### config.mk
export PLATFORM = sky130hd
export DESIGN_NAME = load_store_unit
export DESIGN_NICKNAME = d
export VERILOG_FILES = /design/src/rtl/lsu_pkg.sv /design/src/rtl/lsu_byte_lane.sv /design/src/rtl/load_store_unit.sv
export SDC_FILE = /design/constraint.sdc
export NUM_CORES = 1
export LEC_CHECK = 0
export BUFFER_PORTS_ARGS = -buffer_cell sky130_fd_sc_hd__clkbuf_2
export CELL_PAD_IN_SITES_DETAIL_PLACEMENT = 1
export CELL_PAD_IN_SITES_GLOBAL_PLACEMENT = 1
export CORE_MARGIN = 2
export CORE_UTILIZATION = 37
export CTS_CLUSTER_DIAMETER = 120
export DETAILED_ROUTE_END_ITERATION = 7
export PLACE_DENSITY = 0.85
export SKIP_CTS_REPAIR_TIMING = 1
export SLEW_MARGIN = 20
export SYNTH_ARGS = -nofsm -noshare
export SYNTH_HDL_FRONTEND = slang
export SYNTH_SLANG_ARGS = --single-unit
### constraint.sdc
create_clock -name clk -period 2.4 [get_ports clk]
set_clock_uncertainty 0.1 [all_clocks]
set_input_delay 0.36 -clock clk [delete_from_list [all_inputs] [get_ports clk]]
set_output_delay 0.36 -clock clk [all_outputs]
set_load 0.005 [all_outputs]
### src/rtl/lsu_pkg.sv
// Shared constants for the load/store unit: FSM state encoding, access-size
// codes and the alignment rule used to reject unaligned requests.
package lsu_pkg;

    // FSM state encoding
    localparam logic [1:0] ST_IDLE = 2'd0;
    localparam logic [1:0] ST_REQ  = 2'd1;
    localparam logic [1:0] ST_DONE = 2'd2;

    // Access size codes (2'b11 is reserved and behaves as a word)
    localparam logic [1:0] SZ_BYTE = 2'b00;
    localparam logic [1:0] SZ_HALF = 2'b01;
    localparam logic [1:0] SZ_WORD = 2'b10;

    // Halves need an even address, words (and the reserved code) need A[1:0]==0
    function automatic logic is_misaligned(input logic [1:0] size, input logic [1:0] offset);
        logic mis;
        case (size)
            SZ_BYTE: mis = 1'b0;
            SZ_HALF: mis = offset[0];
            default: mis = (offset != 2'b00);
        endcase
        return mis;
    endfunction

endpackage

### src/rtl/lsu_byte_lane.sv
// Byte-lane steering for the load/store unit. Store side builds byte enables
// and lane-replicated write data; load side shifts the selected lanes down and
// sign- or zero-extends them. Purely combinational.
module lsu_byte_lane
    import lsu_pkg::*;
(
    input  logic [1:0]  st_size,
    input  logic [1:0]  st_offset,
    input  logic [31:0] st_data,
    output logic [3:0]  st_be,
    output logic [31:0] st_wdata,
    input  logic [1:0]  ld_size,
    input  logic [1:0]  ld_offset,
    input  logic        ld_signed,
    input  logic [31:0] ld_rdata,
    output logic [31:0] ld_data
);

    logic [31:0] ld_shifted;

    // Store lanes: replicate the right-justified data across every lane so the
    // byte enables alone pick the bytes memory writes
    always_comb begin
        st_be    = 4'b1111;
        st_wdata = st_data;
        case (st_size)
            SZ_BYTE: begin
                st_be    = 4'b0001 << st_offset;
                st_wdata = {4{st_data[7:0]}};
            end
            SZ_HALF: begin
                st_be    = st_offset[1] ? 4'b1100 : 4'b0011;
                st_wdata = {2{st_data[15:0]}};
            end
            default: begin
                st_be    = 4'b1111;
                st_wdata = st_data;
            end
        endcase
    end

    // Load extraction: move the addressed lane to bit 0, then extend
    always_comb begin
        ld_shifted = ld_rdata >> {ld_offset, 3'b000};
        case (ld_size)
            SZ_BYTE: ld_data = {{24{ld_signed & ld_shifted[7]}}, ld_shifted[7:0]};
            SZ_HALF: ld_data = {{16{ld_signed & ld_shifted[15]}}, ld_shifted[15:0]};
            default: ld_data = ld_shifted;
        endcase
    end

endmodule

### src/rtl/load_store_unit.sv
// MEM-stage load/store unit. Accepts one access at a time from the pipeline,
// runs a req/ack handshake with data memory (with a bus-error timeout),
// aligns store lanes, extends load data and stalls the pipeline meanwhile.
module load_store_unit
    import lsu_pkg::*;
#(
    parameter int ADDR_W  = 32,
    parameter int TIMEOUT = 16
) (
    input  logic              clk,
    input  logic              rst_n,
    input  logic              MemRead,
    input  logic              MemWrite,
    input  logic [1:0]        Size,
    input  logic              Unsigned,
    input  logic [ADDR_W-1:0] Address,
    input  logic [31:0]       Write_Data,
    output logic [31:0]       Read_Data,
    output logic              Stall,
    output logic              Misaligned,
    output logic              Bus_Error,
    output logic              Mem_Req,
    output logic              Mem_We,
    output logic [ADDR_W-3:0] Mem_Addr,
    output logic [3:0]        Mem_Be,
    output logic [31:0]       Mem_Wdata,
    input  logic              Mem_Ack,
    input  logic [31:0]       Mem_Rdata
);

    localparam int TO_W = $clog2(TIMEOUT + 1);

    logic [1:0]        state_reg, state_next;
    logic [TO_W-1:0]   to_cnt_reg;
    logic [ADDR_W-3:0] addr_reg;
    logic              we_reg;
    logic [3:0]        be_reg;
    logic [31:0]       wdata_reg;
    logic [1:0]        size_reg;
    logic [1:0]        offset_reg;
    logic              signed_reg;
    logic [31:0]       read_data_reg;

    logic        in_idle, in_req;
    logic        req_in, mis_in, accept;
    logic        ack_hit, timeout_hit;
    logic [3:0]  lane_be;
    logic [31:0] lane_wdata;
    logic [31:0] load_data;

    assign in_idle     = (state_reg == ST_IDLE);
    assign in_req      = (state_reg == ST_REQ);
    assign req_in      = MemRead | MemWrite;
    assign mis_in      = is_misaligned(Size, Address[1:0]);
    assign accept      = in_idle & req_in & ~mis_in;
    assign ack_hit     = in_req & Mem_Ack;
    // Last allowed REQ cycle without an ack; an ack in that same cycle still wins
    assign timeout_hit = in_req & ~Mem_Ack & (to_cnt_reg == TO_W'(TIMEOUT - 1));

    lsu_byte_lane u_byte_lane (
        .st_size   (Size),
        .st_offset (Address[1:0]),
        .st_data   (Write_Data),
        .st_be     (lane_be),
        .st_wdata  (lane_wdata),
        .ld_size   (size_reg),
        .ld_offset (offset_reg),
        .ld_signed (signed_reg),
        .ld_rdata  (Mem_Rdata),
        .ld_data   (load_data)
    );

    // Next-state logic for the IDLE -> REQ -> DONE -> IDLE sequence
    always_comb begin
        state_next = state_reg;
        case (state_reg)
            ST_IDLE: if (accept) state_next = ST_REQ;
            ST_REQ:  if (ack_hit || timeout_hit) state_next = ST_DONE;
            ST_DONE: state_next = ST_IDLE;
            default: state_next = ST_IDLE;
        endcase
    end

    // State register and REQ-cycle timeout counter (cleared on entering REQ)
    always_ff @(posedge clk or negedge rst_n) begin
        if (!rst_n) begin
            state_reg  <= ST_IDLE;
            to_cnt_reg <= '0;
        end else begin
            state_reg <= state_next;
            if (accept)
                to_cnt_reg <= '0;
            else if (in_req)
                to_cnt_reg <= to_cnt_reg + TO_W'(1);
        end
    end

    // Capture the access when accepted so memory sees stable request fields
    always_ff @(posedge clk or negedge rst_n) begin
        if (!rst_n) begin
            addr_reg   <= '0;
            we_reg     <= 1'b0;
            be_reg     <= '0;
            wdata_reg  <= '0;
            size_reg   <= SZ_BYTE;
            offset_reg <= '0;
            signed_reg <= 1'b0;
        end else if (accept) begin
            addr_reg   <= Address[ADDR_W-1:2];
            we_reg     <= MemWrite;
            be_reg     <= lane_be;
            wdata_reg  <= lane_wdata;
            size_reg   <= Size;
            offset_reg <= Address[1:0];
            signed_reg <= ~Unsigned;
        end
    end

    // Load result: updated on ack, zeroed on a timed-out load, else held
    always_ff @(posedge clk or negedge rst_n) begin
        if (!rst_n)
            read_data_reg <= '0;
        else if (ack_hit && !we_reg)
            read_data_reg <= load_data;
        else if (timeout_hit && !we_reg)
            read_data_reg <= '0;
    end

    // Combinational pulses are forced low while reset is asserted so the
    // pipeline sees no stall even if it still presents a request
    assign Stall      = rst_n & (accept | in_req);
    assign Misaligned = rst_n & in_idle & req_in & mis_in;
    assign Bus_Error  = timeout_hit;
    assign Mem_Req    = in_req;
    assign Mem_We     = we_reg;
    assign Mem_Addr   = addr_reg;
    assign Mem_Be     = be_reg;
    assign Mem_Wdata  = wdata_reg;
    assign Read_Data  = read_data_reg;

endmodule

* Word-level counts from Yosys, hierarchy flattened
Cells that the tools add are included. Widths: inputs -> output; s select.
Word-level totals: bits in registers 111, input port bits 104, output and inout port bits 103, logic and storage cells 58
Operators by class: add/subtract/negate cells 1, eq/ne operators 6, shift operators 2, multiplexer cells 12, bitwise logic cells 16, reductions and logical operators 11
Operators with widths (number):
- $pmux 32 s2 | 2
- $mux 32 | 2
- $shr 32x5->32 | 1
- $and 1x1->1 | 11
- $mux 5 | 2
- $pmux 4 s2 | 1
- $eq 2x1->1 const B | 3
- $logic_not 2->1 | 3
- $reduce_bool 2->1 | 3
- $add 5x1->5 const B | 1
- $eq 5x4->1 const B | 1
- $mux 2 | 2
- $mux 4 | 1
- $ne 2x1->1 const B | 2
- $pmux 2 s2 | 1
- $shl 1x2->4 const A | 1
- $not 1->1 | 3
- $logic_and 1x1->1 | 2
- $or 1x1->1 | 2
- $pmux 1 s2 | 1
- $reduce_and 2->1 | 1
- $logic_not 1->1 | 1
- $logic_or 1x1->1 | 1

* Longest topological paths before layout
depth in word-level cells 6, gate-level depth with buffers 9

* Modules after synthesis
From an unflattened synthesis, not the netlist that was laid out.
Unflattened totals: cells, all modules 430, area total of the unflattened synthesis 5370.2 sq um
Modules (own cells, without submodules):
- load_store_unit | instances 1, cells each 267, area each 4215.3 sq um
- lsu_byte_lane | instances 1, cells each 163, area each 1154.9 sq um

* Least setup slack after synthesis
Ideal clock, no wire load.
kind reg-to-reg, start point register to_cnt_reg[0], end point register read_data_reg[18] (netlist: Read_Data[18]), arrival time 1.746 ns, slack 0.428 ns, cell stages (with the launch flop) 9, path buffers 2, clock period less this slack 1.972 ns, path through dfrtp_1 -> ha_1 -> and3_1 -> ha_1 -> nor2_1 -> or3_1 -> clkbuf_1 -> buf_6 -> a221o_1
On the way: word-level cells in the longest chain between the ends 4
RTL lines:
- start: declaration | RTL line load_store_unit.sv:34 | logic [TO_W-1:0] to_cnt_reg;
- start signal: assignment | RTL line load_store_unit.sv:94 | to_cnt_reg <= to_cnt_reg + TO_W'(1);
- $eq 5x4->1 | RTL line load_store_unit.sv:58 | assign timeout_hit = in_req & ~Mem_Ack & (to_cnt_reg == TO_W'(TIMEOUT - 1));
- $and 1x1->1 | RTL line load_store_unit.sv:58
- $logic_and 1x1->1 | RTL line load_store_unit.sv:125 | else if (timeout_hit && !we_reg)
- $reduce_bool 2->1 (no line)
- end signal: assignment | RTL line load_store_unit.sv:124 | read_data_reg <= load_data;
- end: declaration | RTL line load_store_unit.sv:42 | logic [31:0] read_data_reg;
No other way between the ends. A chain may end at the register's enable or synchronous reset.

* Worst setup path in the final report
start point register state_reg[1], end point output Stall
On the way: word-level cells in the longest chain between the ends 5
RTL lines:
- start: declaration | RTL line load_store_unit.sv:33 | logic [1:0] state_reg, state_next;
- start signal: assignment | RTL line load_store_unit.sv:90 | state_reg <= state_next;
- $logic_not 2->1 | RTL line load_store_unit.sv:51 | assign in_idle = (state_reg == ST_IDLE);
- $and 1x1->1 (2 in a row) | RTL line load_store_unit.sv:55 | assign accept = in_idle & req_in & ~mis_in;
- $or 1x1->1 (*) | RTL line load_store_unit.sv:131 | assign Stall = rst_n & (accept | in_req);
- $and 1x1->1 (*) | RTL line load_store_unit.sv:131
- end: declaration | RTL line load_store_unit.sv:19 | output logic Stall,
Mark *: on every way between the ends. The rest lies on a longest branch, timed or not.

==> results.yml <==
status:
  outcome: "finished, final reports clean"
setup_path:
  critical_path.startpoint_type: "register"
  r2r_cells: 7
  cp_max_fo: 4
  cp_data_required_time_ns: 1.94
  timing.setup.critical_path_class: "reg2out"
  worst_ep_arrival_time_ns: 1.72
  critical_path.endpoint_type: "output pin"
final_layout:
  fillCellCount: 1582
  nets: 752
  diode_count: 0
  drive_above_1_share_pct: 44.1
  area_growth_syn_to_layout_pct: 28.8
  finish.instance_area_sq_um: 6680
die:
  die_w_um: 122
  die_y_um: 122
  total_die_area_sq_um: 15000
  rows: 43
  initial_core_utilization_pct: 37.6
  fp.coreArea_sq_um: 13800
  top_level_ports: 207
synth:
  asyncSetResetFlopFracSynth_pct: 100
  yosysTopAreaCellShare_pct: 53.6
  synthesis.nets: 562
  synthXorXnorAreaFrac_pct: 0.845
  synth-seq-area-share_pct: 53.6
  synth-compound-area-share_pct: 12.9
  synth.lib_cells_used.distinct: 42
  post_synth_and_or_nand_nor_area_fraction_pct: 8.67
  dominant_combinational_cell_family_by_area_after_synthesis: "multiplexers"
  netlist.top_cell.by_area: "sky130_fd_sc_hd__dfrtp_1"
  cell_with_the_most_instances_after_synthesis: "sky130_fd_sc_hd__dfrtp_1"
  share_of_synthesized_cell_area_in_full_adder_half_adder_and_majority_cells_pct: 0.483
  postSynthCellCount: 456
  synth_enable_flop_cells: 0
  post_synth_instance_area_sq_um: 5180
  post_synth_mux_area_share_pct: 19.7
  yosys-top-cells-area: "sky130_fd_sc_hd__dfrtp_1, sky130_fd_sc_hd__mux2_2, sky130_fd_sc_hd__mux2i_1"
  synth.top_cells.by_count: "sky130_fd_sc_hd__dfrtp_1, sky130_fd_sc_hd__mux2_2, sky130_fd_sc_hd__o21ai_0, sky130_fd_sc_hd__nand2_1, sky130_fd_sc_hd__mux2i_1"
  ys_ff_latch: 111
  avgSynthCellArea_sq_um: 11.4
  yosys_warnings: 0
  dominantRegCellSynth: "sky130_fd_sc_hd__dfrtp_1"
grt:
  grt.met3_usage_pct: 6.83
  global_route_hottest_layer: "met2"
  grt.met1_usage_pct: 25.4
  global_route.usage.met2_pct: 37.6
  grt_usage_pct: 21.6
  grt_antenna_before_repair: 1
  grt_max_degree: 112
  grt_overflow: 0
  grt_pass1_vias: 4742
  grt_first_pass_wirelength_mm: 24.9
placed_design:
  io_buffers: 206
  place_congestion: 0.785
  placed_cell_area_sq_um: 6380
  dp_hpwl_mm: 11.7
timing:
  relSlewSlack_pct: 60.2
  report.final.setup_viol: 0
  slew_violations: 0
  post-route-period-util_pct: 90.9
  setup_tns_ns: 0
  hold-worst-slack_ns: 0.0172
  grt_setup_unrepaired: "false"
  timing.final.crit_period_ns: 2.18
  transition_time_at_the_pin_with_the_least_slew_margin_ns: 0.597
  fmax_mhz: 458
  final-hold-violation-count: 0
cts:
  cts_htree_levels: 3
  cts.sinks: 111
  cts.reportedPaths.clkPinSlew_ns: 0.07
  numCtsBuffers: 9
  clk-insertion-delay-late_ns: 0.35
  tritoncts_clock_tree: "yes"
  clk_root_buffer_cell: "sky130_fd_sc_hd__clkbuf_16"
  number_of_buffers_between_clock_root_and_the_deepest_sink: 2
power:
  power-per-cell-area_nw_per_um2: 1180
  p_int_mw: 5.14
  relative_contribution_of_sequential_cells_to_total_power_pct: 41.7
  vdd_drop_max_uv: 468
  p_sw_share_pct: 35.0
  power.combinational.fraction_pct: 39.2
  share_clk_of_total_power_pct: 19.2
  switchingPower_mw: 2.77
  static_leakage_nw: 3.34
hold_path:
  hold_path.class: "in2async"
route:
  vias_per_cell: 5.25
  drtAntennaViolNets: 0
  drt-initial-drc-count: 161
  totalWireLength_mm: 15.5
  drt-pass1-iter-count: 6
  routedWlPerCell_um: 18.7
  remaining_drc_errors: 0
  detailroute.via_count: 4360
flow_run:
  maxCapViolations: 0
-- placed cells by master (no fill, tap or decap), drive strengths merged, types with 2 or more instances in the layout --
| master | netlist | routed |
|---|---|---|
| o21a | 2 | 2 |
| and3 | 3 | 3 |
| nand2 | 46 | 46 |
| nor2 | 29 | 29 |
| a21oi | 27 | 27 |
| clkbuf | 17 | 218 |
| nor3b | 3 | 3 |
| dfrtp | 111 | 111 |
| o21ai | 50 | 50 |
| a211o | 2 | 2 |
| xor2 | 2 | 2 |
| xnor2 | 3 | 3 |
| ha | 2 | 2 |
| inv | 3 | 3 |
| mux2i | 40 | 40 |
| mux4 | 2 | 2 |
| a221o | 16 | 16 |
| mux2 | 51 | 51 |
| nand3b | 9 | 9 |
| buf | 21 | 12 |
-- worst paths after layout --
| kind | startpoint | end | slack, ns |
|---|---|---|---|
| worst max-delay path | state_reg[1]$_DFFE_PN0P_ | Stall | 0.22 |
| worst min-delay path | rst_n | size_reg[1]$_DFFE_PN0P_ | 0.02 |
| worst max register to register | to_cnt_reg[0]$_DFFE_PN0P_ | Read_Data[16]$_DFFE_PN0P_ | 0.30 |
| worst min register to register | Mem_Wdata[16]$_DFFE_PN0P_ | Mem_Wdata[16]$_DFFE_PN0P_ | 0.38 |
| max in group asynchronous | rst_n | Mem_Be[3]$_DFFE_PN0P_ | 1.75 |
| min in group clk | Unsigned | signed_reg$_DFFE_PN0P_ | 0.10 |
-- per-layer routing --
| layer | vias up | share of wire [%] |
|---|---|---|
| li1 | 1999 | - |
| met1 | 2173 | 39 |
| met2 | 168 | 50 |
| met3 | 18 | 9.1 |
| met4 | 2 | 1.6 |
| met5 | - | 0.064 |
-- through the flow --
step	std cells	power [mW]	util [%]	worst slack (ns)
2_1_floorplan	456	4.94	-	0.428
3_3_place_gp	815	6.25	46.3	0.353
6_report	831	7.90	48.5	0.218
4_1_cts	831	8.01	48.5	0.162
3_5_place_dp	815	6.46	46.3	0.322
5_1_grt	831	8.49	48.5	0.0822
-- worst max-delay path: stages, from the launching register on --
cell and delay, ns:
sky130_fd_sc_hd__dfrtp_1 0.42, sky130_fd_sc_hd__nor2_1 0.35, sky130_fd_sc_hd__o221ai_4 0.20, sky130_fd_sc_hd__a21boi_0 0.24, sky130_fd_sc_hd__clkbuf_2 0.17
-- logic make-up (layout without fill, tap and decap cells) --
kind of cell | count (synthesis) | count (layout)
AND/OR/NAND/NOR | 98 | 98
buffers and inverters | 41 | 236
multiplexers | 93 | 93
adder cells (fa/ha/maj) | 2 | 2
AO/OA/AOI/OAI | 106 | 106
flip-flops | 111 | 111
XOR/XNOR | 5 | 5
-- final cells by class --
class | instances | area, sq um | share of cell area [%]
multi-input cells | 304 | 2220 | 33.2
repair buffers | 217 | 1150 | 17.3
flip-flops and latches | 111 | 2780 | 41.6
inverters | 3 | 11.3 | 0.169
well taps | 180 | 225 | 3.37
clock inverters | 3 | 42.5 | 0.637
clock buffers | 13 | 250 | 3.75
-- power by group through the flow --
stage / logic [mW] / clock network, mW / registers, mW
after global routing: 3.46 / 1.62 / 3.41
final: 3.10 / 1.52 / 3.29
after floorplan: 1.70 / 0 / 3.25
after detailed placement: 3.14 / 0 / 3.31
after global placement: 3.00 / 0 / 3.25
after CTS: 3.16 / 1.56 / 3.30
Note: power is estimated with default switching activity, not from simulation.
